File: src/rtl/fetch_stage.sv
// fetch_stage: instruction fetch stage feeding the opcode/ALUop decoder.
//
// Keeps the PC, fetches one word at a time from instruction memory over a
// req/ack handshake, and holds the returned instruction for the decoder
// until it is consumed, stalled on, or flushed by a branch redirect.
//
// Ports:
//   clock, reset        single clock; synchronous active-high reset
//   imem_req/imem_addr  fetch request and word address (held until ack)
//   imem_ack/imem_data  memory response, data valid in the ack cycle
//   stall               downstream cannot take the held instruction
//   branch_valid/target one-cycle redirect pulse and its address
//   insn, opcode, ALUop held instruction and its decoder fields
//   pc_out, insn_valid  address of held instruction, valid qualifier
//
// Optional build macro FETCH_PERF_EN adds fetch_count / stall_count
// performance counters as extra output ports.
module fetch_stage #(
    parameter int              PC_W     = 12,
    parameter logic [PC_W-1:0] RESET_PC = '0
) (
    input  logic            clock,
    input  logic            reset,
    output logic            imem_req,
    output logic [PC_W-1:0] imem_addr,
    input  logic            imem_ack,
    input  logic [31:0]     imem_data,
    input  logic            stall,
    input  logic            branch_valid,
    input  logic [PC_W-1:0] branch_target,
    output logic [31:0]     insn,
    output logic [4:0]      opcode,
    output logic [4:0]      ALUop,
    output logic [PC_W-1:0] pc_out,
    output logic            insn_valid
`ifdef FETCH_PERF_EN
    ,
    output logic [31:0]     fetch_count,
    output logic [31:0]     stall_count
`endif
);

    typedef enum logic {FETCH, VALID} state_e;

    state_e          state_q, state_d;
    logic [PC_W-1:0] pc_q, pc_d;
    logic [PC_W-1:0] tgt_q, tgt_d;      // latched redirect target
    logic            pend_q, pend_d;    // redirect waiting for the in-flight ack
    logic [31:0]     insn_q, insn_d;
    logic [PC_W-1:0] pc_out_q, pc_out_d;
    logic            capture;

    always_comb begin
        state_d  = state_q;
        pc_d     = pc_q;
        tgt_d    = tgt_q;
        pend_d   = pend_q;
        insn_d   = insn_q;
        pc_out_d = pc_out_q;
        capture  = 1'b0;
        case (state_q)
            FETCH: begin
                if (imem_ack) begin
                    if (branch_valid) begin
                        // Data belongs to the wrong path; refetch at the target.
                        pc_d   = branch_target;
                        pend_d = 1'b0;
                    end else if (pend_q) begin
                        pc_d   = tgt_q;
                        pend_d = 1'b0;
                    end else begin
                        capture  = 1'b1;
                        insn_d   = imem_data;
                        pc_out_d = pc_q;
                        state_d  = VALID;
                    end
                end else if (branch_valid) begin
                    // Request must stay stable until ack, so only remember the
                    // redirect; the latest one wins.
                    pend_d = 1'b1;
                    tgt_d  = branch_target;
                end
            end
            VALID: begin
                if (branch_valid) begin
                    pc_d    = branch_target;
                    state_d = FETCH;
                end else if (!stall) begin
                    pc_d    = pc_out_q + PC_W'(1);  // wraps modulo 2^PC_W
                    state_d = FETCH;
                end
            end
            default: state_d = FETCH;
        endcase
    end

    always_ff @(posedge clock) begin
        if (reset) begin
            state_q  <= FETCH;
            pc_q     <= RESET_PC;
            tgt_q    <= '0;
            pend_q   <= 1'b0;
            insn_q   <= '0;
            pc_out_q <= '0;
        end else begin
            state_q  <= state_d;
            pc_q     <= pc_d;
            tgt_q    <= tgt_d;
            pend_q   <= pend_d;
            insn_q   <= insn_d;
            pc_out_q <= pc_out_d;
        end
    end

    // Outputs are forced to zero combinationally while reset is high so the
    // very first reset cycle already shows the quiet state.
    assign imem_req   = ~reset & (state_q == FETCH);
    assign imem_addr  = reset ? '0 : pc_q;
    assign insn_valid = ~reset & (state_q == VALID);
    assign insn       = reset ? '0 : insn_q;
    assign pc_out     = reset ? '0 : pc_out_q;
    assign opcode     = insn[31:27];
    assign ALUop      = insn[6:2];

`ifdef FETCH_PERF_EN
    logic [31:0] fetch_count_q, fetch_count_d;
    logic [31:0] stall_count_q, stall_count_d;
    logic        stall_cycle;

    always_comb begin
        stall_cycle   = (state_q == VALID) & stall & ~branch_valid;
        fetch_count_d = fetch_count_q + {31'b0, capture};
        stall_count_d = stall_count_q + {31'b0, stall_cycle};
    end

    always_ff @(posedge clock) begin
        if (reset) begin
            fetch_count_q <= '0;
            stall_count_q <= '0;
        end else begin
            fetch_count_q <= fetch_count_d;
            stall_count_q <= stall_count_d;
        end
    end

    assign fetch_count = fetch_count_q;
    assign stall_count = stall_count_q;
`endif

endmodule
File: config.mk
export PLATFORM = sky130hd
export DESIGN_NAME = fetch_stage
export DESIGN_NICKNAME = d
export VERILOG_FILES = /design/src/rtl/fetch_stage.sv
export SDC_FILE = /design/constraint.sdc
export NUM_CORES = 1
export LEC_CHECK = 0
export BUFFER_PORTS_ARGS = -buffer_cell sky130_fd_sc_hd__buf_2
export CELL_PAD_IN_SITES_DETAIL_PLACEMENT = 0
export CELL_PAD_IN_SITES_GLOBAL_PLACEMENT = 1
export CORE_MARGIN = 1.5
export CORE_UTILIZATION = 35
export CTS_CLUSTER_DIAMETER = 60
export DETAILED_ROUTE_END_ITERATION = 10
export PLACE_DENSITY = 0.87
export SLEW_MARGIN = 20
export SYNTH_ARGS = -nofsm -noshare
export SYNTH_HDL_FRONTEND = slang
export SYNTH_SLANG_ARGS = --single-unit
File: constraint.sdc
create_clock -name clock -period 1.9 [get_ports clock]
set_input_delay 0.38 -clock clock [delete_from_list [all_inputs] [get_ports clock]]
set_output_delay 0.38 -clock clock [all_outputs]
set_load 0.02 [all_outputs]
==> results of run 1 <==
==> per-stage QoR <==
stage	util (%)	hold slack, ns	worst slack (ns)	instances
5_1_grt	46.13	0.2635	0.1654	680
3_3_place_gp	44.09	0.4368	0.2309	664
4_1_cts	46.13	0.2577	0.2178	680
6_report	46.13	0.2728	0.2278	680
3_5_place_dp	44.09	0.4419	0.1828	664
2_1_floorplan	-	0.4273	0.1562	444
==> state kept, by name, summed over array words and instances, names as in the netlist <==
register  cells
pc_q         12
pc_out_q     12
tgt_q        12
state_q       1
insn_q       32
pend_q        1
==> layer usage <==
| layer | vias to the layer above | global-route usage (%) | part of all wire [%] |
|---|---|---|---|
| met5 | - | 0 | 0 |
| met4 | 0 | 7.265 | 1.9 |
| met3 | 16 | 3.037 | 6.2 |
| met2 | 120 | 28.81 | 46 |
| met1 | 1486 | 21.78 | 46 |
| li1 | 1661 | - | - |
==> worst max-delay path by stage <==
| stage | from | to | slack, ns | depth (start not counted) |
|---|---|---|---|---|
| final | state_q$_SDFF_PP0_ | insn_valid | 0.23 | 4 |
| after floorplan | reset | imem_addr[11] | 0.16 | 4 |
| after global placement | branch_valid | pc_q[11]$_SDFFE_PP0P_ | 0.23 | 5 |
| after detailed placement | branch_valid | pc_q[11]$_SDFFE_PP0P_ | 0.18 | 5 |
| after CTS | state_q$_SDFF_PP0_ | insn_valid | 0.22 | 4 |
| after global routing | pc_out_q[0]$_SDFFE_PP0P_ | pc_q[11]$_SDFFE_PP0P_ | 0.17 | 4 |
==> power by group <==
part	internal, W	switching (W)	total (W)
sequential	0.00154	0.0000467	0.00159
combinational	0.000207	0.000296	0.000503
clock	0.000604	0.000557	0.00116
total	0.00235	0.000900	0.00325
==> cell families after synthesis <==
family | after synthesis
and+or+nand+nor | 223
AOI/OAI and AO/OA | 86
adders and majority gates | 1
muxes | 13
buffers and inverters | 48
xor gates and xnor gates | 3
DFF | 70
==> tightest hold or removal path: cells and delay by family <==
kind / cells / cell delay (ns)
AOI/OAI and AO/OA: 1 / 0.05
buffers and inverters: 1 / 0.09
and+or+nand+nor: 1 / 0.04
==> placed cells by master, fill, tap and decap left out, types with 3 or more instances in the layout <==
cell type,netlist,layout
nor2b_1,56,56
buf_2,10,115
o21a_1,3,3
inv_1,3,3
mux2i_1,13,13
nand3_1,4,4
a211oi_1,5,5
buf_12,0,4
xnor2_1,3,3
dfxtp_1,70,70
a311oi_1,4,4
nor2_1,33,33
nand2b_1,3,3
o21ai_0,9,9
nor3_1,9,9
and2_1,3,3
nor4_1,4,4
clkinv_2,0,3
a21oi_1,54,54
clkbuf_8,0,9
buf_4,13,17
nand2_1,101,101
nor3b_1,4,3
==> layout make-up <==
type                            instances  area [um2]
Fill cell                             944        5025
Multi-Input combinational cell        326        1755
Sequential cell                        70        1401
Timing Repair Buffer                  136       783.3
Tap cell                              129       161.4
Clock buffer                           10       127.6
Clock inverter                          6       62.56
Inverter                                3       11.26
==> out/metrics.csv, run 1 <==
metric;value;unit
yosys.area.top_type;dfxtp_1;
ys.flop_type;dfxtp_1;
cp_max_fo;15;
synth-simple-area-share;31.53;%
holdBufCountCts;0;
cts_resized;0;
die_w;101.5;um
dpl_cell_area;4113;um2
hold_violations;0;
fin_crit_sh;88.01;%
grt_pass1_wl;13970;um
fin_nets;596;
hold_depth;3;
rr_startpoint;pc_out_q[0]$_SDFFE_PP0P_;
yosys_register_bits;70;
worstSetupPathType;flop to primary output;
die-area;10300;um2
hold_class;input pin to flop;
post_cts_buffers;0;
fmax;598.0;MHz
core.rowCount;35;
ff2ff_path_depth;4;
path_clk_slew;0.07;ns
tns;0;ns
cpPeakStageDelay;0.35;ns
cpLargestDelayFamily;buffers and inverters;
synth_xor_area_share;0.7743;%
crit_path_end_kind;primary output;
fin_crit;1.672;ns
yosysWarningCount;0;
crit_chain;buf_4 -> inv_1 -> nor2_1 -> buf_2;
portBuffers;116;
cts_inserted_buffers;9;
fin_skew;0.006895;ns
synth.most_common_cell;nand2_1;
synth_nets;494;
synth_cell_types;35;
worstMarginPinSlew;0.4544;ns
clk_latency;0.34;ns
dr.pass1.iters;4;
grt_max_degree;40;
fp.coreArea;9328;um2
htree_levels;3;
crit_slowest_cell;dfxtp_1;
power.leakage;1.853;nW
final_antenna_net_count;0;
pin_count;117;
synth_compound_area_share;15.08;%
grt-ovfl-total;0;
antenna_cells;0;
synthTopCellsByArea;dfxtp_1 (41%), nand2_1 (11%), nor2b_1 (10%);
root_buffer;clkbuf_8;
synth_edf_count;0;
holdPathEnd;insn_q[24]$_SDFFE_PP0P_;
antenna_found_initial;0;
muxShareOfSynthArea;3.835;%
syn2layout_area_growth;26.81;%
synthCells;444;
synth_top_family_by_area;simple AND/OR/NAND/NOR gates;
critPathLaunchType;flop;
drv_cap;0;
power;0.003253;W
hp-start;imem_data[24];
finalSetupViolCount;0;
wl_per_cell;12.98;um
ys_seq_area_share;41.30;%
via_per_inst;4.828;
rsz0062_at_grt;no;
drive_gt1_share;28.13;%
worstReg2RegEnd;pc_q[11]$_SDFFE_PP0P_;
synth_common_cells;nand2_1 (101), dfxtp_1 (70), nor2b_1 (56), a21oi_1 (54), nor2_1 (33);
drt-total-wl;8826;um
synth.cell_area;3393;um2
p_per_area;756.0;nW/um2
vdd_drop_max;0.4809;mV
synth-adder-area-share;0.3687;%
status;completed;
worst-r2r-setup-slack;0.30;ns
cts_tree;yes;
die_y;101.5;um
dp_hpwl;6419;um
gp_congestion;0.8847;
drt_iter0_markers;140;
avgSynthCellArea;7.642;um2
drv_slew;0;
cp_num_buf_inv;3;
cts.sinks;70;
design_area;4303;um2
slew-limit-headroom;69.52;%
crit_required;1.52;ns
netlist.area_leader.share;41.30;%
grtUsageTotal;17.18;%
routed-via-count;3283;
async_reset_ff_share;0;%
cts_buffer_depth;2;
start_util;36.38;%
drc;0;
grt_pass1_vias;2969;
cp.arrival;1.29;ns
(Power assumes the default switching activity.)
==> run 2, diff against run 1 <==
Settings changed: REMOVE_ABC_BUFFERS from default to 1.
==> run 2 against run 1 <==
Core utilization increased by 0.23 points. Setup slack got worse by 0.049 ns. Fmax decreased by 2.9%. Clock power about the same. Clock skew increased by 0.00059 ns. Critical path depth unchanged. Sequential cell count unchanged. Die area unchanged. Highest routed layer unchanged.
==> out/metrics.csv, run 2 (synthesized netlist as in run 1, its figures left out) <==
metric;value;unit
status;completed;
cpPeakStageDelay;0.42;ns
cp_num_buf_inv;3;
core.rowCount;35;
dp_hpwl;6058;um
vdd_drop_max;0.3793;mV
die_w;101.5;um
drt-total-wl;8531;um
holdPathEnd;insn_q[13]$_SDFFE_PP0P_;
pin_count;117;
regMostFlops;insn_q;
root_buffer;clkbuf_8;
cts_buffer_depth;2;
start_util;36.38;%
dr.pass1.iters;4;
drv_cap;0;
hp-start;imem_data[13];
power.leakage;1.859;nW
seq_area;1403;um2
htree_levels;3;
design_area;4324;um2
cts.sinks;70;
fin_nets;597;
wl_per_cell;12.56;um
die-area;10300;um2
worstSetupPathType;flop to primary output;
grt-ovfl-total;0;
mostFrequentLayoutCell;buf_2;
crit_path_end_kind;primary output;
slew-limit-headroom;76.18;%
critPathLaunchType;flop;
fin_crit_sh;90.60;%
syn2layout_area_growth;27.43;%
fin_crit;1.721;ns
post_cts_buffers;0;
grtUsageTotal;16.94;%
path_clk_slew;0.07;ns
rr_startpoint;pc_out_q[3]$_SDFFE_PP0P_;
rsz0062_at_grt;no;
cts_resized;0;
multi_input_area;1757;um2
largest_reg_flops;32;
drt_iter0_markers;126;
holdBufCountCts;0;
preCtsSetupSlack;0.2700;ns
die_y;101.5;um
crit_slowest_cell;dfxtp_2;
p_per_area;756.9;nW/um2
final_core_utilization;46.36;%
fillers;965;
fin_ws;0.1786;ns
dpl_cell_area;4134;um2
worstMarginPinSlew;0.3536;ns
cp.arrival;1.34;ns
routed-via-count;3243;
fin_skew;0.007482;ns
finalSetupViolCount;0;
hold_class;input pin to flop;
ff2ff_path_depth;4;
drv_slew;0;
fmax;580.9;MHz
drc;0;
cpLargestDelayFamily;buffers and inverters;
cts_tree;yes;
hold_violations;0;
portBuffers;116;
drive_gt1_share;28.18;%
worstReg2RegEnd;pc_q[11]$_SDFFE_PP0P_;
grt_max_degree;55;
final_antenna_net_count;0;
hold_depth;3;
crit_required;1.52;ns
hold_ws;0.2697;ns
cts_inserted_buffers;9;
gp_congestion;0.8332;
antenna_cells;0;
worst-r2r-setup-slack;0.32;ns
grt_pass1_vias;2811;
clk_latency;0.34;ns
grt_pass1_wl;13650;um
antenna_found_initial;0;
cp_max_fo;11;
via_per_inst;4.776;
final_cell_mix;buf_2 (115), nand2_1 (101), dfxtp_1 (69);
crit_chain;buf_4 -> inv_1 -> nor2_1 -> buf_2;
fp.coreArea;9328;um2
## run 2: cell type report
cell class	instances	area share (%)
Clock buffer	13	3.675
Clock inverter	1	0.6944
Inverter	3	0.2604
Multi-Input combinational cell	326	40.62
Sequential cell	70	32.44
Tap cell	129	3.733
Timing Repair Buffer	137	18.58
## run 2: layer usage
metal | track usage (%) | vias to the layer above | wire length [um]
met5 | 0 | - | 0
li1 | - | 1662 | -
met2 | 26.90 | 103 | 3958
met1 | 22.46 | 1463 | 3967
met3 | 3.313 | 15 | 471
met4 | 7.265 | 0 | 133
## run 2: worst max-delay path by stage
stage,start,to,slack [ns],cells past startpoint
CTS,state_q$_SDFF_PP0_,insn_valid,0.04,4
detailed placement,branch_valid,pc_q[3]$_SDFFE_PP0P_,0.27,6
global placement,branch_valid,pc_q[11]$_SDFFE_PP0P_,0.32,5
global route,state_q$_SDFF_PP0_,insn_valid,0.10,4
floorplan,state_q$_SDFF_PP0_,tgt_q[0]$_SDFFE_PP0P_,-0.43,3
finish,state_q$_SDFF_PP0_,insn_valid,0.18,4
## run 2: report_power, final
part	internal [W]	total (W)	leakage, nW	switching (W)
clock	0.000666	0.00118	0.0956	0.000517
sequential	0.00154	0.00159	0.572	0.0000448
combinational	0.000212	0.000503	1.19	0.000291
## run 2: worst reg2reg max path: cells and delay by family (launching register included)
family             cells  cell delay (ns)
AOI/OAI and AO/OA      2             0.55
and+or+nand+nor        2             0.42
DFF                    1             0.48
## run 2: stage by stage
| stage | total power [W] | instances | setup TNS [ns] |
|---|---|---|---|
| after global placement | 0.002114 | 665 | 0 |
| final | 0.003273 | 679 | 0 |
| after CTS | 0.003325 | 679 | 0 |
| after global routing | 0.003456 | 679 | 0 |
| after detailed placement | 0.002126 | 665 | 0 |
| after floorplan | 0.001870 | 399 | -5.195 |
==> run 3, diff against run 2 <==
Settings changed: ABC_AREA from default to 1, CORE_UTILIZATION 35 to 34, PLACE_DENSITY 0.87 to 0.88.
==> run 3 against run 2 <==
Power fell by 0.19%. Worst hold slack improved by 0.035 ns. Register-to-register slack gained 0.07 ns. Sequential cell count is the same. Via count grew 1.3%. First-iteration DRC count rose by 35%. Critical path depth unchanged. Combinational power rose by 17%. Area after synthesis shrank 2.8%. Global-route usage increased by 0.43 points. Sequential power rose by 3%. Setup slack improved by 0.15 ns. Critical endpoint is now imem_addr[2].
==> out/metrics.csv, run 3 <==
metric;value;unit
status;completed;
start_util;35.37;%
slew-limit-headroom;74.11;%
worstSetupPathType;input pin to primary output;
path_clk_slew;0.07;ns
crit_path_end_kind;primary output;
synthCells;489;
root_buffer;clkbuf_8;
yosysWarningCount;0;
dp_hpwl;6317;um
cts_resized;0;
async_reset_ff_share;0;%
synth_cell_types;29;
netlist.area_leader.share;42.47;%
crit_required;1.52;ns
synthTopCellsByArea;dfxtp_1 (42%), nor2_1 (11%), o21ai_0 (9.9%);
p_sw_share;30.03;%
largest_reg_flops;32;
drt_iter0_markers;170;
pwr-share-seq;49.9;%
p_int;0.002286;W
synth_common_cells;nor2_1 (100), dfxtp_1 (70), o21ai_0 (65), a21oi_1 (64), inv_1 (64);
portBuffers;116;
post_cts_buffers;0;
yosys.area.top_type;dfxtp_1;
cp_num_buf_inv;3;
hold_class;input pin to flop;
cts.sinks;70;
dr.pass1.iters;5;
die_y;101.5;um
mostFrequentLayoutCell;buf_2;
drt-total-wl;8879;um
final_antenna_net_count;0;
grt-ovfl-total;0;
cp.arrival;1.19;ns
dp.cells;703;
cts_buffer_depth;2;
fin_ws;0.3252;ns
antenna_found_initial;0;
preCtsSetupSlack;0.2962;ns
routed-via-count;3284;
yosys_register_bits;70;
grtUsageTotal;17.38;%
crit_chain;buf_2 -> buf_12 -> nor2_1 -> buf_2;
htree_levels;3;
drive_gt1_share;25.25;%
clkPwrFrac;32.0;%
die_w;101.5;um
hold_violations;0;
cts_tree;yes;
grt_pass1_wl;13980;um
grt_max_degree;90;
fillers;1020;
fin_skew;0.009459;ns
p_switching;0.0009811;W
gp_congestion;0.8893;
synth.cell_area;3299;um2
fin_crit;1.575;ns
fp.coreArea;9328;um2
combinationalPowerShare;18.1;%
drc;0;
synth.most_common_cell;nor2_1;
synth_edf_count;0;
finalSetupViolCount;0;
cp_max_fo;40;
pin_count;117;
crit_slowest_cell;nor2_1;
drv_cap;0;
cts_inserted_buffers;9;
seq_area;1401;um2
clk_latency;0.34;ns
syn2layout_area_growth;23.55;%
critPathLaunchType;input pin;
vdd_drop_max;0.3134;mV
wl_per_cell;12.35;um
final_cell_mix;buf_2 (116), nor2_1 (100), dfxtp_1 (70);
ys_seq_area_share;42.47;%
via_per_inst;4.567;
critPathMostFrequentCell;buf_2;
rsz0062_at_grt;no;
ys.flop_type;dfxtp_1;
cpPeakStageDelay;0.23;ns
multi_input_area;1433;um2
instances_no_fill;719;
core.rowCount;35;
fin_crit_sh;82.89;%
power.leakage;1.940;nW
fin_nets;635;
avgSynthCellArea;6.747;um2
cpLargestDelayFamily;buffers and inverters;
fmax;635.0;MHz
worstMarginPinSlew;0.3870;ns
grt_pass1_vias;2855;
drv_slew;0;
antenna_cells;0;
die-area;10300;um2
holdBufCountCts;0;
p_per_area;801.4;nW/um2
regMostFlops;insn_q;
==> run 3: changes by cell type after synthesis, sizes merged, moves of 5 or more <==
cell / before / now
nor2b: 56 / 0
nand2: 101 / 52
mux2i: 13 / 0
o21ai: 9 / 69
nand3: 5 / 14
inv: 3 / 67
a21oi: 54 / 64
nor3: 9 / 1
nor2: 33 / 103
a211oi: 5 / 0
clkbuf: 19 / 10
==> run 3: cell type report <==
cell class | count | share of cell area, %
Multi-Input combinational cell | 313 | 35.14
Sequential cell | 70 | 34.38
Timing Repair Buffer | 123 | 16.14
Inverter | 68 | 6.262
Tap cell | 129 | 3.959
Clock buffer | 12 | 3.560
Clock inverter | 4 | 0.5525
==> run 3: tightest hold or removal path, delay by kind of cell <==
kind                   cells  cell delay [ns]
AND/OR/NAND/NOR            1             0.08
AO/OA/AOI/OAI              1             0.06
buffers and inverters      1             0.09
==> run 3: path summary, 6_finish.rpt <==
kind                                             start                      to  slack, ns  cells past startpoint
worst max-delay path                             reset            imem_addr[2]       0.33                      4
worst min-delay path                 branch_target[11]  tgt_q[11]$_SDFFE_PP0P_       0.30                      3
worst max register to register      state_q$_SDFF_PP0_    pc_q[6]$_SDFFE_PP0P_       0.39                      9
worst min register to register  insn_q[7]$_SDFFE_PP0P_  insn_q[7]$_SDFFE_PP0P_       0.45                      2
==> run 3: per-layer routing <==
layer,wire (um),up-vias,GRT usage (%)
met5,0,-,0
met4,80,0,6.410
met3,628,6,3.589
met2,3648,125,25.64
met1,4521,1427,24.90
li1,-,1726,-
==> run 3: power by group through the flow <==
stage	combinational [W]	clock, W	sequential (W)
floorplan	0.000358	0	0.00165
global placement	0.000588	0	0.00166
detailed placement	0.000590	0	0.00166
CTS	0.000594	0.00108	0.00163
global route	0.000665	0.00116	0.00164
finish	0.000591	0.00105	0.00163
==> run 3: kinds of logic (layout without fill, tap and decap cells) <==
group / count (synthesis) / after routing / synth area share [%]
AND/OR/NAND/NOR: 175 / 175 / 21.99
AO/OA/AOI/OAI: 136 / 136 / 20.78
buffers and inverters: 106 / 207 / 14.11
flip-flops: 70 / 70 / 42.47
adder cells (fa/ha/maj): 1 / 1 / 0.3792
XOR/XNOR: 1 / 1 / 0.2655
==> run 3: stage by stage <==
stage	instance area [um2]	hold slack (ns)	total power, W	TNS, ns	util [%]
floorplan	3089	0.4265	0.002009	-4.605	-
global placement	3909	0.4375	0.002248	0	41.90
detailed placement	3909	0.4438	0.002253	0	41.90
CTS	4076	0.2941	0.003304	0	43.70
global route	4076	0.3070	0.003470	0	43.70
finish	4076	0.3048	0.003267	0	43.70
